==> src/rtl/regfile_ctrl_pkg.sv <==
// Shared constants for the register-file port controller.
package regfile_ctrl_pkg;
  localparam int unsigned XLEN   = 32;
  localparam int unsigned REG_AW = 5;
  localparam logic [REG_AW-1:0] ZERO_REG = 5'd0;
endpackage

==> src/rtl/rr_arb2.sv <==
// Two-requester round-robin arbiter; the pointer names the preferred requester.
module rr_arb2 (
  input  logic       clk,
  input  logic       rst,
  input  logic [1:0] req_i,
  output logic [1:0] gnt_o
);

  logic ptr_q, ptr_d;

  always_comb begin
    gnt_o = 2'b00;
    if (ptr_q == 1'b0) begin
      if (req_i[0])      gnt_o = 2'b01;
      else if (req_i[1]) gnt_o = 2'b10;
    end else begin
      if (req_i[1])      gnt_o = 2'b10;
      else if (req_i[0]) gnt_o = 2'b01;
    end
  end

  // After serving one requester, prefer the other.
  always_comb begin
    ptr_d = ptr_q;
    if (gnt_o[0])      ptr_d = 1'b1;
    else if (gnt_o[1]) ptr_d = 1'b0;
  end

  always_ff @(posedge clk) begin
    if (rst) ptr_q <= 1'b0;
    else     ptr_q <= ptr_d;
  end

endmodule

==> src/rtl/regfile_port_ctrl.sv <==
// Shares the register-file write port between two writers, schedules writes
// around issued reads to avoid same-address collisions, and enforces x0.
module regfile_port_ctrl
  import regfile_ctrl_pkg::*;
#(
  parameter int unsigned STARVE_MAX = 4
) (
  input  logic              clk,
  input  logic              rst,
  input  logic              w0_valid,
  input  logic [REG_AW-1:0] w0_addr,
  input  logic [XLEN-1:0]   w0_data,
  output logic              w0_ready,
  input  logic              w1_valid,
  input  logic [REG_AW-1:0] w1_addr,
  input  logic [XLEN-1:0]   w1_data,
  output logic              w1_ready,
  input  logic              r_valid,
  input  logic [REG_AW-1:0] r_addr1,
  input  logic [REG_AW-1:0] r_addr2,
  output logic              r_ready,
  output logic              r_data_valid,
  output logic [XLEN-1:0]   r_data1,
  output logic [XLEN-1:0]   r_data2,
  output logic [REG_AW-1:0] rf_ra1,
  output logic [REG_AW-1:0] rf_ra2,
  output logic [REG_AW-1:0] rf_wa1,
  output logic [XLEN-1:0]   rf_wd1,
  output logic              rf_we,
  input  logic [XLEN-1:0]   rf_rd1,
  input  logic [XLEN-1:0]   rf_rd2
);

  localparam logic [3:0] StarveMax = 4'(STARVE_MAX);

  logic [3:0] starve_cnt_q, starve_cnt_d;
  logic       rdv_q, z1_q, z2_q;
  logic       force_write, rd_issue;
  logic       conflict0, conflict1;
  logic [1:0] eligible, gnt;

  assign force_write = (starve_cnt_q == StarveMax);
  assign rd_issue    = r_valid && !force_write;
  assign r_ready     = !force_write && !rst;
  assign rf_ra1      = r_addr1;
  assign rf_ra2      = r_addr2;

  assign conflict0 = rd_issue && (w0_addr != ZERO_REG) &&
                     ((w0_addr == r_addr1) || (w0_addr == r_addr2));
  assign conflict1 = rd_issue && (w1_addr != ZERO_REG) &&
                     ((w1_addr == r_addr1) || (w1_addr == r_addr2));
  assign eligible  = {w1_valid && !conflict1, w0_valid && !conflict0};

  rr_arb2 u_arb (
    .clk   (clk),
    .rst   (rst),
    .req_i (eligible),
    .gnt_o (gnt)
  );

  assign w0_ready = gnt[0] && !rst;
  assign w1_ready = gnt[1] && !rst;
  assign rf_wa1   = gnt[1] ? w1_addr : w0_addr;
  assign rf_wd1   = gnt[1] ? w1_data : w0_data;
  // Writes to x0 are accepted but never reach the register file.
  assign rf_we    = (|gnt) && (rf_wa1 != ZERO_REG) && !rst;

  always_comb begin
    starve_cnt_d = 4'd0;
    if (!(|gnt) && (w0_valid || w1_valid)) starve_cnt_d = starve_cnt_q + 4'd1;
  end

  always_ff @(posedge clk) begin
    if (rst) begin
      starve_cnt_q <= 4'd0;
      rdv_q        <= 1'b0;
      z1_q         <= 1'b0;
      z2_q         <= 1'b0;
    end else begin
      starve_cnt_q <= starve_cnt_d;
      rdv_q        <= rd_issue;
      z1_q         <= (r_addr1 == ZERO_REG);
      z2_q         <= (r_addr2 == ZERO_REG);
    end
  end

  assign r_data_valid = rdv_q;
  assign r_data1      = z1_q ? '0 : rf_rd1;
  assign r_data2      = z2_q ? '0 : rf_rd2;

endmodule

==> config.mk <==
export PLATFORM = sky130hd
export DESIGN_NAME = regfile_port_ctrl
export DESIGN_NICKNAME = d
export VERILOG_FILES = /design/src/rtl/regfile_ctrl_pkg.sv /design/src/rtl/rr_arb2.sv /design/src/rtl/regfile_port_ctrl.sv
export SDC_FILE = /design/constraint.sdc
export NUM_CORES = 1
export LEC_CHECK = 0
export ABC_AREA = 1
export CAP_MARGIN = 20
export CORE_AREA = 2 2 104 106
export DETAILED_ROUTE_END_ITERATION = 10
export DIE_AREA = 0 0 106 108
export GPL_ROUTABILITY_DRIVEN = 0
export HOLD_SLACK_MARGIN = 0.08
export PLACE_DENSITY = 0.74
export SYNTH_ARGS = -nofsm -noshare
export SYNTH_HDL_FRONTEND = slang
export SYNTH_SLANG_ARGS = --single-unit
==> constraint.sdc <==
create_clock -name clk -period 3.7 [get_ports clk]
set_input_delay 0.925 -clock clk [delete_from_list [all_inputs] [get_ports clk]]
set_output_delay 0.925 -clock clk [all_outputs]
set_load 0.01 [all_outputs]
# After elaboration in Yosys (flattened, before gate mapping)
# Index checks and enable logic that the tools add are counted.
[totals] register_bits=8 input_bits=153 out_inout_bits=116 wordCells=52
[op_classes] n_addsub=1 n_eq_ne=5 mux=11 bitwise=1 reduce_logical=29
[op_table] operator="two-way mux 32 bit" n=3
[op_table] operator="== test 5 bit" n=4
[op_table] operator="nonzero test 5 bit" n=3
[op_table] operator="logical AND 1 bit" n=13
[op_table] operator="zero test 5 bit" n=2
[op_table] operator="two-way mux 2 bit" n=4
[op_table] operator="zero test 1 bit" n=5
[op_table] operator="two-way mux 5 bit" n=1
[op_table] operator="adder 4 x 1 -> 4 bit, second input constant" n=1
[op_table] operator="== test 4 x 3 -> 1 bit, second input constant" n=1
[op_table] operator="OR reduction 2 bit" n=2
[op_table] operator="logical OR 1 bit" n=3
[op_table] operator="two-way mux 1 bit" n=3
[op_table] operator="nonzero test 2 bit" n=1
[op_table] operator="NOT 1 bit" n=1

# Depth between registers and ports, before layout
# Gate-level depths: netlist of the first run.
[logic_depth] depth_word=15 ltp_mapped=15 depth_no_buf=14

# Modules after synthesis
# From an unflattened synthesis of the first run, not the netlist that was laid out.
[hier_totals] hier_cells=405 hier_area_um2=1824.2
[modules_own_cells] mod="regfile_port_ctrl" n_inst=1 cells_per_inst=395 area_per_inst_um2=1762.9 seq_area_each_um2=140.1
[modules_own_cells] mod="rr_arb2" n_inst=1 cells_per_inst=10 area_per_inst_um2=61.3 seq_area_each_um2=20.0

# Worst setup path before layout of the first run
# OpenSTA, ideal clock, no wires.
[synth_timing] kind="input to output" start="input port r_addr1[3]" end="output port rf_we" t_arrival_ns=2.074 t_required_ns=2.775 path_slack_ns=0.701 cell_stages=14 n_path_buf=1 path_cell_list="inv_1 -> nand2_1 -> nand2_1 -> nor2_1 -> nand3_1 -> nand2_2 -> a21oi_4 -> nand2_4 -> buf_6 -> nand2_1 -> nand2_1 -> nand3_1 -> nor2_1 -> nor2_1"
[synth_via] elab_chain_cells=12 word_cells_on_any_way=20 classes_between="eq/ne: 2; mux: 6; reduce/logical: 12"
[synth_lines] element="start: declaration" line="regfile_port_ctrl.sv:19" text="input logic [REG_AW-1:0] r_addr1,"
[synth_lines] element="== test 5 bit" line="regfile_port_ctrl.sv:51" text="((w1_addr == r_addr1) || (w1_addr == r_addr2));"
[synth_lines] element="logical OR 1 bit" line="regfile_port_ctrl.sv:51"
[synth_lines] element="logical AND 1 bit" line="regfile_port_ctrl.sv:50" text="assign conflict1 = rd_issue && (w1_addr != ZERO_REG) &&"
[synth_lines] element="zero test 1 bit" line="regfile_port_ctrl.sv:52" text="assign eligible = {w1_valid && !conflict1, w0_valid && !conflict0};"
[synth_lines] element="logical AND 1 bit" line="regfile_port_ctrl.sv:52"
[synth_lines] element="two-way mux 2 bit" line="rr_arb2.sv:15" text="else if (req_i[1]) gnt_o = 2'b10;"
[synth_lines] element="two-way mux 2 bit" line="rr_arb2.sv:14" text="if (req_i[0]) gnt_o = 2'b01;"
[synth_lines] element="two-way mux 2 bit *" line="rr_arb2.sv:13" text="if (ptr_q == 1'b0) begin"
[synth_lines] element="two-way mux 5 bit" line="regfile_port_ctrl.sv:63" text="assign rf_wa1 = gnt[1] ? w1_addr : w0_addr;"
[synth_lines] element="nonzero test 5 bit" line="regfile_port_ctrl.sv:66" text="assign rf_we = (|gnt) && (rf_wa1 != ZERO_REG) && !rst;"
[synth_lines] element="logical AND 1 bit * (2 in series)" line="regfile_port_ctrl.sv:66"
[synth_lines] element="end: declaration" line="regfile_port_ctrl.sv:29" text="output logic rf_we,"
# Every way passes the cells marked *; elsewhere a longest branch is shown, timed or not.

# Worst setup path after layout of the first run
[layout_timing] start="input port r_valid" end="output port rf_we"
[layout_via] elab_chain_cells=12 word_cells_on_any_way=19 classes_between="mux: 6; reduce/logical: 13"
[layout_lines] element="start: declaration" line="regfile_port_ctrl.sv:18" text="input logic r_valid,"
[layout_lines] element="logical AND 1 bit *" line="regfile_port_ctrl.sv:43" text="assign rd_issue = r_valid && !force_write;"
[layout_lines] element="logical AND 1 bit (2 in series)" line="regfile_port_ctrl.sv:50"
[layout_lines] element="zero test 1 bit" line="regfile_port_ctrl.sv:52"
[layout_lines] element="logical AND 1 bit" line="regfile_port_ctrl.sv:52"
[layout_lines] element="two-way mux 2 bit" line="rr_arb2.sv:15"
[layout_lines] element="two-way mux 2 bit" line="rr_arb2.sv:14"
[layout_lines] element="two-way mux 2 bit *" line="rr_arb2.sv:13"
[layout_lines] element="two-way mux 5 bit" line="regfile_port_ctrl.sv:63"
[layout_lines] element="nonzero test 5 bit" line="regfile_port_ctrl.sv:66"
[layout_lines] element="logical AND 1 bit * (2 in series)" line="regfile_port_ctrl.sv:66"
# Marks and branches as above.

==> reports/qor.yml, run 1 <==
status: "finished, final reports clean"
switching_share_pct: 33.4
finClkSkew_ps: 10.3
cp.required_ps: 2770
syn_area_um2: 1850
die_h_um: 108
wl_per_cell_um: 12.6
yosysUniqueCellTypes: 24
synth_most_common_cell: "inv_1"
grt_pass1_wl_um: 14200
arrival_ps: 2700
power.internal_mw: 0.521
path_max_fanout: 6
insertedDiodeCount: 0
ys_top_cells_by_area: "mux2_2, inv_1, nor2_1, nand2_1, dfxtp_1"
ys_seq_elements: 8
power.share.sequential_pct: 11.9
synth_top_family_by_area: "simple AND/OR/NAND/NOR gates"
path_clk_slew_ps: 40
p_leak_nw: 2.46
cts_buffers: 3
cts_htree_levels: 1
ios: 269
vias: 3096
fp.coreArea_um2: 10200
grt_overflow: 0
synth_simple_gate_area_share_pct: 35.6
synth_top_cell_by_area: "mux2_2"
synth-main-ff-cell: "dfxtp_1"
cts.path.max_buffers: 2
crit_path_start_kind: "primary input"
fp.dieW_um: 106
placed_area_um2: 4830
hp-class: "reg -> reg"
post-route-period-util_pct: 98.0
grt_use_total_pct: 15.5
wl_um: 9680
yosysSeqAreaShare_pct: 8.67
drt_iter0_markers: 119
end_kind: "output pin"
max-vdd-ir-drop_v: 0.000112
final_net_count: 787
fin_crit_ps: 3630
worst_pin_slew_ps: 1080
clkLatencyLatePin_ps: 230
grt_max_degree: 33
r2r_slack_ps: 1650
p_clk_share_pct: 14.1
syn_to_final_growth_pct: 165
antenna_left: 0
synth-adder-area-share_pct: 1.36
port_buffers: 268
hold_violations: 0
synthArstFlopShare_pct: 0
yosysWarningCount: 0
antenna_found_initial: 0
syn_nets: 493
cts_tree: "built"
fin_hold_ws_ps: 456
rsz0062_at_grt: "true"
dpl.hpwl_um: 8340
muxShareOfSynthArea_pct: 19.5
synth_compound_area_share_pct: 4.13
synth_xor_area_share_pct: 3.32
num_rows: 37
setup_viol_count_final: 0
clockRootBuffer: "clkbuf_8"
p_sw_mw: 0.262
netlist.area_leader.share_pct: 19.5
start_util_pct: 18.1
design_area_um2: 4890
first_global_vias: 3082
powerDensity_nw_per_um2: 160
fmax_mhz: 276
viasPerCell: 4.04
firstDrtPassIters: 4
drive_gt1_share_pct: 20.5
synth_edf_count: 0
n_fill_cell: 1010
critPathKind: "in -> out"
avgSynthCellArea_um2: 5.46
slew_headroom_pct: 27.9
syn_inst: 338
synth_common_cells: "inv_1, nor2_1, nand2_1, mux2_2"
maxCapViolations: 0
drc_errors: 0
slew_viol_final: 0
p_comb_share_pct: 74.0
dieArea_um2: 11400
clock_sinks: 8
## registers in the layout, indices dropped and copies added, names as in the netlist
name,count
r_data_valid,1
z2_q,1
starve_cnt_q,4
z1_q,1
u_arb.ptr_q,1
## logic make-up (layout without fill, tap and decap cells)
group           Yosys count  in the layout
fa+ha+maj                 2              2
simple gates            162            162
xor+xnor                  7              7
flops                     8              8
compound gates           10             10
buf+inv                 117            409
mux                      32             32
## stage by stage
step | TNS (ps) | power (mW) | utilization [%] | cells | worst slack (ps)
global placement | -19650 | 0.681 | 47.2 | 757 | -592
floorplan | 0 | 0.298 | - | 338 | 701
detailed placement | -22260 | 0.688 | 47.2 | 757 | -615
finish | 0 | 0.783 | 47.8 | 766 | 73.7
CTS | -1.75 | 0.784 | 47.9 | 764 | -1.75
global route | -110 | 0.837 | 47.8 | 766 | -41.8
## worst max-delay path: stages
cell	delay, ps
clkdlybuf4s50_1	470
nand2_2	110
a31oi_4	170
nand2_1	80
nand3_2	100
nand2_4	110
buf_4	170
o21ai_2	150
nand2_1	80
nor2_1	130
nor2_2	60
buf_2	140
## final timing paths
path / from / end / cells past startpoint
worst min-delay path: starve_cnt_q[0] / starve_cnt_q[0] / 1
worst min register to register: starve_cnt_q[0] / starve_cnt_q[0] / 1
worst max register to register: starve_cnt_q[0] / starve_cnt_q[3] / 14
worst max-delay path: r_valid / rf_we / 12
## placed cells by master (no fill, tap or decap), drive strengths merged, types with 5 or more instances in the layout
| cell | count |
|---|---|
| mux2 | 32 |
| nand2 | 62 |
| clkbuf | 23 |
| inv | 97 |
| clkdlybuf4s50 | 208 |
| dfxtp | 8 |
| buf | 42 |
| nand3 | 11 |
| nor2 | 83 |
| xnor2 | 5 |
| clkdlybuf4s15 | 31 |
| dlygate4sd2 | 8 |
## repair_timing
action	in CTS	in global routing
resized for setup	87	68
setup endpoints to repair	40	39
pin swaps	2	3
hold buffers	0	0
setup buffers	3	2
gates cloned	1	0
## cell type report
cell class                 instances  area, µm²  area share, %
inverter                          97        364           7.45
clock buffer                       3       41.3          0.845
tap                              136        170           3.48
multi-input combinational        213       1240           25.4
sequential                         8        160           3.28
timing repair buffer             309       2910           59.5
## power groups by stage
| stage | Combinational, mW | Sequential (mW) | Clock, mW |
|---|---|---|---|
| 2_1_floorplan | 0.205 | 0.0930 | 0 |
| 3_3_place_gp | 0.587 | 0.0945 | 0 |
| 3_5_place_dp | 0.594 | 0.0947 | 0 |
| 4_1_cts | 0.577 | 0.0930 | 0.114 |
| 5_1_grt | 0.624 | 0.0937 | 0.119 |
| 6_report | 0.579 | 0.0931 | 0.110 |
## layer usage
layer	routed length, µm	vias to the layer above	global-route usage, %	part of all wire [%]
met4	208	0	4.23	2.1
met2	5330	176	32.6	55
met1	3220	1350	14.4	33
met5	0	-	0	0
li1	-	1556	-	-
met3	916	14	4.10	9.5
(Power assumes the default switching activity.)
==> run 2: changes to the inputs <==
CORE_AREA = 2 2 103 105   (was 2 2 104 106)
DIE_AREA = 0 0 105 107   (was 0 0 106 108)
DONT_BUFFER_PORTS = 1   (was not set)
PLACE_DENSITY = not set   (was 0.74)
PLACE_DENSITY_LB_ADDON = 0.1   (was not set)
==> run 2 against run 1 <==
- global-route usage down 4.4 points
- critical path depth up 2
- combinational power is 63% lower
- cell count down 40%
- register-to-register slack improved by 90 ps
- cell area decreased by 60%
- clock-buffer cell count unchanged
- highest routed layer unchanged
==> reports/qor.yml, run 2 (synthesized netlist as in run 1, its figures left out) <==
status: "finished, final reports clean"
fin_hold_ws_ps: 464  # +8.30 ps
port_buffers: 0  # -100%
fin_crit_ps: 3230  # -393 ps
ff_latch_area_um2: 160  # unchanged
cts_buffers: 3  # unchanged
vias: 1927  # -38%
n_fill_cell: 1179  # +17%
min_to: "starve_cnt_q[0]"
grt_overflow: 0  # unchanged
first_global_vias: 1805  # -41%
drc_errors: 0  # unchanged
slew_headroom_pct: 34.4  # +6.5 points
firstDrtPassIters: 4  # unchanged
utilization_pct: 19.2  # -29 points
drive_gt1_share_pct: 15.8  # -4.6 points
r2r_slack_ps: 1740  # +90 ps
crit_start: "r_addr1[3]"
insertedDiodeCount: 0  # unchanged
critPathKind: "in -> out"
ff2ff_path_depth: 12  # -2
grt_pass1_wl_um: 9700  # -32%
clkLatencyLatePin_ps: 230  # about the same
largest_reg_flops: 4  # unchanged
fmax_mhz: 309  # +12%
final_net_count: 479  # -39%
drt_iter0_markers: 52  # -56%
hp-class: "reg -> reg"
post-cts-setup-buffers: 0  # -3
wl_per_cell_um: 14.9  # +18%
ctsResizeCount: 0  # -100%
reg2reg_from: "starve_cnt_q[0]"
grt_max_degree: 42  # +27%
powerDensity_nw_per_um2: 218  # +36%
viasPerCell: 4.21  # +4.1%
cts_htree_levels: 1  # unchanged
dieArea_um2: 11200  # -1.9%
ios: 269  # unchanged
wl_um: 6850  # -29%
rsz0062_at_grt: "false"
multi_input_area_um2: 1180  # -5.0%
cp.required_ps: 2770  # about the same
reg2reg_to: "starve_cnt_q[1]"
start_util_pct: 18.3  # +0.25 points
maxCapViolations: 0  # unchanged
setup-tns-final_ps: 0  # unchanged
finClkSkew_ps: 9.21  # -1.08 ps
post-route-period-util_pct: 87.4  # -11 points
layout_common_cells: "inv_1, nor2_1, nand2_1"
fp.dieW_um: 105  # -0.94%
arrival_ps: 2310  # -390 ps
antenna_found_initial: 0  # unchanged
fp.coreArea_um2: 10100  # -1.4%
path_max_fanout: 41  # +35
dpl.hpwl_um: 6160  # -26%
min_from: "starve_cnt_q[0]"
p_leak_nw: 1.17  # -52%
cts_tree: "built"
path_clk_slew_ps: 40  # about the same
worst_pin_slew_ps: 983  # -97.5 ps
clock_sinks: 8  # unchanged
end_kind: "output pin"
whs_path_depth: 1  # unchanged
crit_path_start_kind: "primary input"
syn_to_final_growth_pct: 4.81
antenna_left: 0  # unchanged
top_register: "starve_cnt_q"
clockRootBuffer: "clkbuf_8"
num_rows: 37  # unchanged
die_h_um: 107  # -0.93%
setup_viol_count_final: 0  # unchanged
final_common_cell: "inv_1"
cts.path.max_buffers: 2  # unchanged
hold_violations: 0  # unchanged
max-vdd-ir-drop_v: 0.0000449  # -60%
cts_hold_buf: 0  # unchanged
slew_viol_final: 0  # unchanged
grt_use_total_pct: 11.0  # -4.4 points
## run 2: cell count changes in the layout (fill, tap and decap cells not counted), sizes merged
cell | previous run | this run
dlygate4sd2 | 8 | 0
clkdlybuf4s15 | 31 | 0
buf | 42 | 1
clkbuf | 23 | 3
clkdlybuf4s50 | 208 | 0
## run 2: worst max-delay path: stages
cell and delay [ps]:
inv_1 80, nand2_1 60, nand2_1 70, nor2_1 50, nand3_1 90, nand2_2 80
a21oi_4 210, nand2_4 80, buf_12 170, nand2_1 70, nand2_1 80, nand3_1 90
nor2_1 40, nor2_1 200
## run 2: worst max-delay path by stage
stage               endpoint  slack [ps]  cells after the start
floorplan              rf_we         700                     14
global placement       rf_we         440                     10
detailed placement     rf_we         450                     15
CTS                    rf_we         450                     15
global route           rf_we         160                     15
finish                 rf_we         470                     14
## run 2: area by class of cell
cell class	instances	share of cell area (%)
inverters	97	18.8
flip-flops and latches	8	8.27
well taps	136	8.79
multi-input cells	213	61.0
clock buffers	3	2.13
repair buffers	1	1.03
## run 2: through the flow
step                      power (mW)  setup slack, ps  instance area, µm²  std cells
after CTS                      0.433              451                1940        458
after global placement         0.320              436                1890        455
final                          0.422              466                1940        458
after detailed placement       0.317              449                1890        455
after floorplan                0.298              701                1850        338
after global routing           0.458              162                1940        458
## run 2: power breakdown
group          switching [mW]  internal [mW]
Combinational           0.138         0.0786
Sequential            0.00439         0.0893
Clock                  0.0398         0.0710
## run 2: metal layers
metal | GRT usage [%] | wire length (µm)
met5 | 0 | 0
met4 | 3.81 | 124
met3 | 2.37 | 660
met2 | 21.9 | 3640
met1 | 11.2 | 2430
